$ cat config.mk
export PLATFORM = sky130hd
export DESIGN_NAME = regfile_writeback
export DESIGN_NICKNAME = d
export VERILOG_FILES = /design/src/rtl/regfile_pkg.sv /design/src/rtl/regfile_wb_fifo.sv /design/src/rtl/regfile_writeback.sv
export SDC_FILE = /design/constraint.sdc
export NUM_CORES = 1
export LEC_CHECK = 0
export ABC_AREA = 1
export BUFFER_PORTS_ARGS = -buffer_cell sky130_fd_sc_hd__buf_2
export CORE_ASPECT_RATIO = 0.8
export CORE_MARGIN = 5
export CORE_UTILIZATION = 48
export CTS_CLUSTER_DIAMETER = 120
export DETAILED_ROUTE_END_ITERATION = 8
export PLACE_DENSITY = 0.69
export RECOVER_POWER = 25
export SYNTH_ARGS = -nofsm -noshare
export SYNTH_HDL_FRONTEND = slang
export SYNTH_SLANG_ARGS = --single-unit
$ cat constraint.sdc
create_clock -name clk -period 2.7 [get_ports clk]
set_input_delay 0.135 -clock clk [delete_from_list [all_inputs] [get_ports clk]]
set_output_delay 0.135 -clock clk [all_outputs]
set_load 0.01 [all_outputs]
$ cat src/rtl/regfile_pkg.sv
// Shared types for the register-file writeback path.
package regfile_pkg;
  localparam int REG_ADDR_W = 5;
  localparam int REG_DATA_W = 32;

  typedef struct packed {
    logic [REG_ADDR_W-1:0] addr;
    logic [REG_DATA_W-1:0] data;
  } wb_entry_t;
endpackage

$ cat src/rtl/regfile_wb_fifo.sv
// In-order write queue with push/pop/flush; exports per-entry valid and contents for bypass search.
module regfile_wb_fifo
  import regfile_pkg::*;
#(
  parameter int DEPTH = 4,
  localparam int PW = $clog2(DEPTH),
  localparam int CW = PW + 1
) (
  input  logic                  clk,
  input  logic                  rst_n,
  input  logic                  push,
  input  logic                  pop,
  input  logic                  flush,
  input  wb_entry_t             wr_entry,
  output wb_entry_t             head_entry,
  output logic                  full,
  output logic                  empty,
  output logic [CW-1:0]         count,
  output logic [PW-1:0]         head,
  output logic [DEPTH-1:0]      ent_vld,
  output wb_entry_t [DEPTH-1:0] ent
);
  wb_entry_t [DEPTH-1:0] r_mem;
  logic [DEPTH-1:0]      r_vld;
  logic [PW-1:0]         r_head, r_tail;
  logic [CW-1:0]         r_count;

  always_ff @(posedge clk or negedge rst_n) begin
    if (!rst_n) begin
      r_mem   <= '0;
      r_vld   <= '0;
      r_head  <= '0;
      r_tail  <= '0;
      r_count <= '0;
    end else if (flush) begin
      // Flush overrides both a same-cycle push and the pop bookkeeping.
      r_vld   <= '0;
      r_head  <= '0;
      r_tail  <= '0;
      r_count <= '0;
    end else begin
      if (push) begin
        r_mem[r_tail] <= wr_entry;
        r_vld[r_tail] <= 1'b1;
        r_tail        <= r_tail + PW'(1);
      end
      if (pop) begin
        r_vld[r_head] <= 1'b0;
        r_head        <= r_head + PW'(1);
      end
      case ({push, pop})
        2'b10:   r_count <= r_count + CW'(1);
        2'b01:   r_count <= r_count - CW'(1);
        default: r_count <= r_count;
      endcase
    end
  end

  assign head_entry = r_mem[r_head];
  assign full       = (r_count == CW'(DEPTH));
  assign empty      = (r_count == '0);
  assign count      = r_count;
  assign head       = r_head;
  assign ent_vld    = r_vld;
  assign ent        = r_mem;
endmodule

$ cat src/rtl/regfile_writeback.sv
// Regfile write-side queue: r0 filter, one drain per cycle into we/wa/wd, optional bypass lookup.
// Define WB_BYPASS_EN to enable the lk_hit/lk_data search; otherwise those outputs are tied 0.
module regfile_writeback
  import regfile_pkg::*;
#(
  parameter int DATA_W = REG_DATA_W,
  parameter int ADDR_W = REG_ADDR_W,
  parameter int DEPTH  = 4
) (
  input  logic                   clk,
  input  logic                   rst_n,
  input  logic                   in_valid,
  output logic                   in_ready,
  input  logic [ADDR_W-1:0]      in_addr,
  input  logic [DATA_W-1:0]      in_data,
  input  logic                   flush,
  input  logic                   rf_busy,
  output logic                   rf_we,
  output logic [ADDR_W-1:0]      rf_wa,
  output logic [DATA_W-1:0]      rf_wd,
  input  logic [ADDR_W-1:0]      lk_addr,
  output logic                   lk_hit,
  output logic [DATA_W-1:0]      lk_data,
  output logic [$clog2(DEPTH):0] count
);
  localparam int PW = $clog2(DEPTH);

  logic                  w_full, w_empty, w_push, w_pop;
  logic [PW-1:0]         w_head;
  logic [DEPTH-1:0]      w_vld;
  wb_entry_t             w_head_ent, w_wr_ent;
  wb_entry_t [DEPTH-1:0] w_ent;

  // Ready depends only on occupancy, never on this cycle's pop.
  assign in_ready = ~w_full;
  assign w_push   = in_valid & in_ready & (in_addr != '0) & ~flush;
  assign w_pop    = ~w_empty & ~rf_busy;
  assign w_wr_ent = '{addr: in_addr, data: in_data};

  regfile_wb_fifo #(.DEPTH(DEPTH)) u_fifo (
    .clk        (clk),
    .rst_n      (rst_n),
    .push       (w_push),
    .pop        (w_pop),
    .flush      (flush),
    .wr_entry   (w_wr_ent),
    .head_entry (w_head_ent),
    .full       (w_full),
    .empty      (w_empty),
    .count      (count),
    .head       (w_head),
    .ent_vld    (w_vld),
    .ent        (w_ent)
  );

  assign rf_we = w_pop;
  assign rf_wa = w_empty ? '0 : w_head_ent.addr;
  assign rf_wd = w_empty ? '0 : w_head_ent.data;

`ifdef WB_BYPASS_EN
  // Walk oldest to youngest so the last match left standing is the youngest.
  always_comb begin
    lk_hit  = 1'b0;
    lk_data = '0;
    for (int k = 0; k < DEPTH; k++) begin
      if (lk_addr != '0 && w_vld[w_head + PW'(k)] && w_ent[w_head + PW'(k)].addr == lk_addr) begin
        lk_hit  = 1'b1;
        lk_data = w_ent[w_head + PW'(k)].data;
      end
    end
  end
`else
  logic w_unused;
  assign w_unused = ^{lk_addr, w_vld, w_ent, w_head};
  assign lk_hit   = 1'b0;
  assign lk_data  = '0;
`endif
endmodule
# Word level (Yosys, flattened, before mapping)
# Cells that the tools add are included.
[totals] register_bits=155 input_bits=47 out_inout_bits=75 word_cells=49
[op_classes] addsub=4 magnitude_cmp=3 eq_ne=3 muxes=13 bitwise_logic=8 n_reduce_logical=7
[ops] cell="bitwise mux 148 bit" n=1
[ops] cell="binary-select mux 37 bit (select 2 bit)" n=1
[ops] cell="demux 37 bit (select 2 bit)" n=1
[ops] cell="two-way mux 37 bit" n=2
[ops] cell="two-way mux 32 bit" n=1
[ops] cell="two-way mux 2 bit" n=4
[ops] cell="less-than comparator 2 x 3 -> 1 bit (second input constant)" n=2
[ops] cell="case mux 3 bit (2 select lines)" n=1
[ops] cell="two-way mux 5 bit" n=1
[ops] cell="nonzero test 5 bit" n=1
[ops] cell="adder 2 x 1 -> 2 bit (second input constant)" n=2
[ops] cell="bitwise AND 1 bit" n=4
[ops] cell="NOT 1 bit" n=4
[ops] cell="nonzero test 2 bit" n=2
[ops] cell="adder 3 x 1 -> 3 bit (second input constant)" n=1
[ops] cell="equality test 3 bit (second input constant)" n=1
[ops] cell="logical NOT 3 bit" n=1
[ops] cell="two-way mux 3 bit" n=1
[ops] cell="nonzero test 3 bit" n=1
[ops] cell="subtractor 3 x 1 -> 3 bit (second input constant)" n=1
[ops] cell="equality test 2 x 1 -> 1 bit (second input constant)" n=1
[ops] cell="equality test 2 bit (second input constant)" n=1
[ops] cell=">= comparator 2 x 1 -> 1 bit (second input constant)" n=1
[ops] cell="AND reduction 2 bit" n=1
[ops] cell="logical AND 1 bit" n=1

# Logic depth before layout (Yosys ltp)
# Gate-level depths: netlist of run 1.
[depth] ltp_word=8 mapped_depth=13 ltp_nobuf=13

# Modules after synthesis
# A second synthesis of run 1 with hierarchy kept.
[unflattened] hier_cells=920 hier_area_um2=7636.1
[by_module_without_submodules] mod="regfile_wb_fifo" n_inst=1 cells_each=798 area_each_um2=7029.2 seq_area_each_um2=3978.8
[by_module_without_submodules] mod="regfile_writeback" n_inst=1 cells_each=122 area_each_um2=606.8 seq_area_each_um2=0.0

# Worst setup path after synthesis of run 1
# OpenSTA, ideal clock, no wires.
[synth_path] path_kind="register to register" from="reg u_fifo.r_count[0] (netlist: u_fifo.count[0])" to="reg u_fifo.r_count[2] (netlist: u_fifo.count[2])" setup_ns=0.117 t_arrival_ns=1.958 required_ns=2.583 slack_ns=0.625 stages_incl_launch_ff=14 n_path_buf=0 period_less_slack_ns=2.075 path_cell_list="dfrtp_1 nor2_1 nand2_1 nand2_1 inv_1 nand2_1 inv_1 fa_1 xnor2_1 inv_1 nand2_1 nand2_1 nand2_1 nand2_1"
[synth_between] elab_cells_between_ends=15 cone_classes="2 x add/sub; 3 x eq/ne; 2 x mux; 6 x bitwise; 2 x reduce/logical"
[synth_lines] element="start, declared" line_no="regfile_wb_fifo.sv:26" text="logic [CW-1:0] r_count;"
[synth_lines] element="start signal, assigned" line_no="regfile_wb_fifo.sv:52" text="2'b10: r_count <= r_count + CW'(1);"
[synth_lines] element="start signal, assigned" line_no="regfile_wb_fifo.sv:53" text="2'b01: r_count <= r_count - CW'(1);"
[synth_lines] element="start signal, assigned" line_no="regfile_wb_fifo.sv:54" text="default: r_count <= r_count;"
[synth_lines] element="logical NOT 3 bit *" line_no="regfile_wb_fifo.sv:61" text="assign empty = (r_count == '0);"
[synth_lines] element="NOT 1 bit *" line_no="regfile_writeback.sv:37" text="assign w_pop = ~w_empty & ~rf_busy;"
[synth_lines] element="bitwise AND 1 bit *" line_no="regfile_writeback.sv:37"
[synth_lines] element="named net rf_we" line_no="regfile_writeback.sv:18" text="output logic rf_we,"
[synth_lines] element="equality test 2 x 1 -> 1 bit / equality test 2 bit (equally long branches)" line_no="regfile_wb_fifo.sv:51" text="case ({push, pop})"
[synth_lines] element="case mux 3 bit (2 select lines)" line_no="regfile_wb_fifo.sv:51"
[synth_lines] element="two-way mux 3 bit" line_no="regfile_wb_fifo.sv:35" text="end else if (flush) begin"
# Mark *: on every way through the listed nets, which the timed path passes. The rest lies on a longest branch.
# A chain may end at the register's enable or synchronous reset.

# Final worst setup path of run 1
[layout_path] from="reg u_fifo.r_head[0] (netlist: u_fifo.head[0])" to="out rf_wd[12]"
[layout_between] elab_chain_len=3
[layout_rtl] element="start, declared" line_no="regfile_wb_fifo.sv:25" text="logic [PW-1:0] r_head, r_tail;"
[layout_rtl] element="start signal, assigned" line_no="regfile_wb_fifo.sv:49" text="r_head <= r_head + PW'(1);"
[layout_rtl] element="binary-select mux 37 bit (select 2 bit)" line_no="regfile_wb_fifo.sv:59" text="assign head_entry = r_mem[r_head];"
[layout_rtl] element="two-way mux 37 bit (implied by the code)" line_no="regfile_wb_fifo.sv:59"
[layout_rtl] element="two-way mux 32 bit" line_no="regfile_writeback.sv:58" text="assign rf_wd = w_empty ? '0 : w_head_ent.data;"
[layout_rtl] element="end, declared" line_no="regfile_writeback.sv:20" text="output logic [DATA_W-1:0] rf_wd,"
# No other way between the ends. The select of a mux whose other input is x is not followed.

==> results.json, run 1 <==
{
  "pin_count": 122,
  "rsz0062_at_grt": "false",
  "grt-ovfl-total": 0,
  "path_max_fanout": 35,
  "worstPathRequired_ns": 2.57,
  "vias_per_cell": 5.05,
  "fin_skew_ns": 0.00829,
  "synth_cells": 899,
  "critPathKind": "register to output pin",
  "grtUsageTotal_pct": 19.7,
  "irDropWorstVdd_v": 0.000485,
  "status": "complete, but fails checks",
  "num_vias": 6022,
  "rr_endpoint": "u_fifo.count[2]",
  "violations": "max-capacitance violations, max-slew violations",
  "synth_cell_types": 24,
  "rows": 41,
  "ys_seq_elements": 155,
  "cts_setup_buffers": 0,
  "critPathMaxStageDelay_ns": 0.61,
  "die_w_um": 151,
  "post_cts_resized": 0,
  "finalHoldViolations": 0,
  "min_path_type": "input pin to register",
  "arrival_ns": 2.18,
  "crit_chain": "buf_4 > nor2_1 > nor2_1 > o21ai_0 > a21oi_1 > buf_2",
  "finalSetupViolCount": 0,
  "n_antenna_cell": 0,
  "path_clk_slew_ns": 0.06,
  "cts_made_buffers": 17,
  "syn_to_final_growth_pct": 13.7,
  "start_util_pct": 48.5,
  "final_area_mm2": 0.00862,
  "postPlaceCellArea_mm2": 0.00791,
  "yosysSeqAreaShare_pct": 51.1,
  "drt-initial-drc-count": 425,
  "reg2regPathDepth": 13,
  "grt_max_degree": 84,
  "postCtsHoldBufs": 3,
  "htreeDepth": 4,
  "postSynthAreaPerCell_um2": 8.44,
  "finalCritPeriodShare_pct": 85.9,
  "cts_tree": "yes",
  "fillers": 1502,
  "antenna_left": 0,
  "slew_headroom_pct": -35.4,
  "fp.dieH_um": 122,
  "fmax_ghz": 0.431,
  "clock_sinks": 155,
  "r2r_setup_slack_ns": 0.44,
  "drv_slew": 84,
  "dieArea_mm2": 0.0184,
  "placeableCoreArea_mm2": 0.0156,
  "ys_warn_count": 0,
  "grt_pass1_wl_um": 28600,
  "holdCritStartpoint": "in_data[31]",
  "post-route-util_pct": 55.1,
  "antenna_found_initial": 0,
  "hpwl_um": 10900,
  "port_buffers": 83,
  "final_cell_mix": "nand2_1, dfrtp_1, nor2_1, o21ai_0, o21ai_1",
  "critPathLaunchType": "register",
  "drt-total-wl_um": 17500,
  "root_buffer": "clkbuf_16",
  "power_mw": 8.89,
  "slowest_stage": "dfrtp_2",
  "drc": 0,
  "worst_slew_pin_slew_ns": 2.03,
  "nets": 1017,
  "firstDrtPassIters": 5,
  "crit_path_end_kind": "output pin",
  "syn-cell-area_mm2": 0.00758,
  "insertion_delay_ns": 0.42,
  "cp-startpoint": "u_fifo.head[0]",
  "finalCriticalPeriod_ns": 2.32,
  "wl_per_cell_um": 14.6,
  "worst_slack_ns": 0.381,
  "dp_worst_setup_slack_ns": 0.446,
  "r2r_start": "u_fifo.count[1]",
  "clockBufferDepth": 2,
  "gp_congestion": 0.816,
  "powerDensity_mw_per_mm2": 1030,
  "setup.worst_path.end": "rf_wd[12]",
  "drive_above_1_share_pct": 18.9,
  "critical_path.most_common_cell": "nor2_1",
  "cap_viol_max_count": 1,
  "setup_tns_ns": 0,
  "grt_pass1_vias": 5658,
  "p_leak_nw": 4.30,
  "final_common_cell": "nand2_1"
}
worst max-delay path: cells and delay by family, from the launching register on:
| family | cells | cell delay (ns) |
|---|---|---|
| compound gates | 2 | 0.32 |
| buf+inv | 2 | 0.63 |
| flops | 1 | 0.61 |
| simple gates | 2 | 0.18 |
how the worst min path moves through the flow:
stage / end / depth (start not counted)
3_5_place_dp: u_fifo.ent[43] / 1
6_report: u_fifo.ent[105] / 3
5_1_grt: u_fifo.ent[142] / 3
3_3_place_gp: u_fifo.ent[6] / 1
2_1_floorplan: u_fifo.count[0] / 0
4_1_cts: u_fifo.ent[78] / 3
through the flow:
| stage | hold WS, ns | cells |
|---|---|---|
| final | 0.00939 | 1193 |
| after global routing | 0.0110 | 1193 |
| after CTS | 0.00146 | 1193 |
| after detailed placement | 0.240 | 1158 |
| after global placement | 0.236 | 1158 |
| after floorplan | -0.161 | 931 |
cells in the mapped netlist (all sizes together):
master	n	area (um2)
a21boi	1	11.3
a21oi	40	200
buf	74	621
clkbuf	18	67.6
conb	1	3.75
dfrtp	155	3880
fa	1	20.0
ha	4	50.1
inv	50	190
nand2	171	652
nand3	6	35.0
nand4	1	6.26
nor2	151	567
o21ai	225	1270
xnor2	1	8.76
layer usage:
| layer | share of wire (%) | global-route usage (%) | vias up |
|---|---|---|---|
| li1 | - | - | 2987 |
| met1 | 46 | 27.9 | 2828 |
| met2 | 47 | 31.2 | 191 |
| met3 | 6.1 | 4.36 | 16 |
| met4 | 0.90 | 4.46 | 0 |
| met5 | 0 | 0 | - |
state kept, by name, indices dropped and copies added (netlist names):
signal / flops
u_fifo.count: 3
u_fifo.ent: 148
u_fifo.r_tail: 2
u_fifo.head: 2
report_power, final:
| group | internal (mW) | total [mW] | leakage (nW) | switching (mW) |
|---|---|---|---|---|
| registers | 3.14 | 3.60 | 2.00 | 0.457 |
| clock network | 1.83 | 2.74 | 0.331 | 0.914 |
| logic | 0.988 | 2.55 | 1.97 | 1.56 |
final cells by class:
type                       instances  area [um2]  area share [%]
multi-input combinational        634        2950            34.2
inverter                          50         190            2.21
clock buffer                      21         480            5.57
sequential                       155        3880            45.0
clock inverter                    11         213            2.47
tap                              215         269            3.12
timing repair buffer             107         638            7.40
kinds of logic (layout without fill, tap and decap cells):
logic type,count (synthesis),in the layout,synth area share [%]
AOI/OAI and AO/OA,266,266,19.6
DFF,155,155,51.1
xor gates and xnor gates,1,1,0.116
adders and majority gates,5,5,0.924
buffers and inverters,142,189,11.6
and+or+nand+nor,329,329,16.6
other,1,33,0.0494
(Power assumes the default switching activity.)
==> run 2: changes to the inputs <==
- PLACE_DENSITY: 0.69 -> not set
- PLACE_DENSITY_LB_ADDON: not set -> 0.15
==> run 2 against run 1 <==
The flow still finishes with violations (max-capacitance violations, max-slew violations). Clock power fell by 3%. Core utilization barely moved. Global-route usage barely moved. Die area did not move. Sequential cell count did not move. Critical path depth rose by 7.
==> results.json, run 2 (synthesized netlist as in run 1, its figures left out) <==
{
  "status": "complete, but fails checks",
  "violations": "max-capacitance violations, max-slew violations",
  "grt_pass1_vias": 5697,
  "rows": 41,
  "htreeDepth": 4,
  "root_buffer": "clkbuf_16",
  "die_w_um": 151,
  "antenna_left": 0,
  "critPathLaunchType": "register",
  "top_usage_layer": "met2",
  "fp.dieH_um": 122,
  "dieArea_mm2": 0.0184,
  "final_common_cell": "nand2_1",
  "setup_tns_ns": 0,
  "antenna_found_initial": 0,
  "min_path_type": "input pin to register",
  "clock_sinks": 155,
  "cts_setup_buffers": 0,
  "largest_reg_flops": 148,
  "powerDensity_mw_per_mm2": 1020,
  "drive_above_1_share_pct": 18.3,
  "final_cell_mix": "nand2_1, dfrtp_1, nor2_1, o21ai_0, o21ai_1",
  "placeableCoreArea_mm2": 0.0156,
  "finalHoldViolations": 0,
  "clockBufferDepth": 2,
  "drv_slew": 65,
  "gp_congestion": 0.823,
  "grt_pass1_wl_um": 28500,
  "firstDrtPassIters": 5,
  "post_cts_resized": 0,
  "irDropWorstVdd_v": 0.000468,
  "p_leak_nw": 4.28,
  "slew_headroom_pct": -2.10,
  "use_met2_pct": 31.3,
  "path_max_fanout": 6,
  "grt-ovfl-total": 0,
  "rsz0062_at_grt": "false",
  "worstPathRequired_ns": 3.02,
  "finalSetupViolCount": 0,
  "path_clk_slew_ns": 0.06,
  "insertion_delay_ns": 0.42,
  "pin_count": 122,
  "arrival_ns": 2.54,
  "worst_slew_pin_slew_ns": 1.53,
  "grtUsageTotal_pct": 19.7,
  "port_buffers": 83,
  "cts_tree": "yes",
  "nets": 1016,
  "syn_to_final_growth_pct": 13.8,
  "cap_viol_max_count": 1,
  "critPathKind": "register to register",
  "fmax_ghz": 0.449,
  "num_vias": 5942,
  "drt-total-wl_um": 17400,
  "postCtsHoldBufs": 6,
  "power_mw": 8.82,
  "cts_made_buffers": 17,
  "drt-initial-drc-count": 433,
  "finalCriticalPeriod_ns": 2.23,
  "timing.hold.ws_ns": 0.0170,
  "fin_skew_ns": 0.00765,
  "use_met3_pct": 3.69,
  "vias_per_cell": 4.99,
  "n_antenna_cell": 0,
  "finalCritPeriodShare_pct": 82.4,
  "hpwl_um": 10400,
  "use_met1_pct": 27.7,
  "grt_max_degree": 76,
  "drc": 0,
  "start_util_pct": 48.5,
  "crit_path_end_kind": "register",
  "wl_per_cell_um": 14.6
}
run 2: cell count changes in the layout (fill, tap and decap cells not counted), sizes merged:
cell / before / now
buf: 102 / 98
dlygate4sd3: 3 / 6
clkbuf: 23 / 21
clkinvlp: 3 / 4
run 2: metrics by stage:
| step | instance area, um2 | utilization, % | setup slack [ns] | std cells |
|---|---|---|---|---|
| global route | 8630 | 55.1 | 0.128 | 1191 |
| finish | 8630 | 55.1 | 0.474 | 1191 |
| detailed placement | 7920 | 50.6 | 0.500 | 1154 |
| CTS | 8650 | 55.3 | 0.489 | 1191 |
| global placement | 7920 | 50.6 | 0.551 | 1154 |
| floorplan | 7700 | - | 0.625 | 931 |
run 2: where the power goes:
group	internal [mW]	leakage, nW	switching [mW]	total [mW]
Combinational	1.00	1.97	1.58	2.59
Sequential	3.14	2.00	0.420	3.56
Clock	1.75	0.311	0.926	2.67
run 2: path summary, 6_finish.rpt:
check | slack (ns) | depth (start not counted) | end | start
worst max-delay path | 0.47 | 13 | u_fifo.count[2] | u_fifo.count[0]
worst min-delay path | 0.02 | 3 | u_fifo.ent[117] | in_data[6]
worst max register to register | 0.47 | 13 | u_fifo.count[2] | u_fifo.count[0]
worst min register to register | 0.48 | 2 | u_fifo.ent[49] | u_fifo.ent[49]
max in group asynchronous | 0.57 | 3 | u_fifo.head[0] | rst_n
min in group asynchronous | 0.63 | 2 | u_fifo.ent[6] | rst_n
run 2: area by class of cell:
cell class | count | area (um2)
clock buffer | 19 | 443
clock inverter | 12 | 220
fill | 1491 | 7020
inverter | 50 | 190
multi-input combinational | 634 | 2950
sequential | 155 | 3880
tap | 215 | 269
timing repair buffer | 106 | 678
run 2: critical path, stage by stage (launching register included):
cell and delay [ns]:
dfrtp_1 0.43, nor2_1 0.22, nand2_1 0.11, nand2_1 0.13, inv_1 0.10, nand2_1 0.18, inv_1 0.08, fa_1 0.38
xnor2_1 0.22, inv_1 0.06, nand2_1 0.06, nand2_1 0.05, nand2_1 0.06, nand2_1 0.04
run 2: per-layer routing:
| metal | up-vias | wire [um] |
|---|---|---|
| met1 | 2821 | 8600 |
| li1 | 2980 | - |
| met5 | - | 0 |
| met2 | 125 | 7870 |
| met3 | 16 | 729 |
| met4 | 0 | 195 |
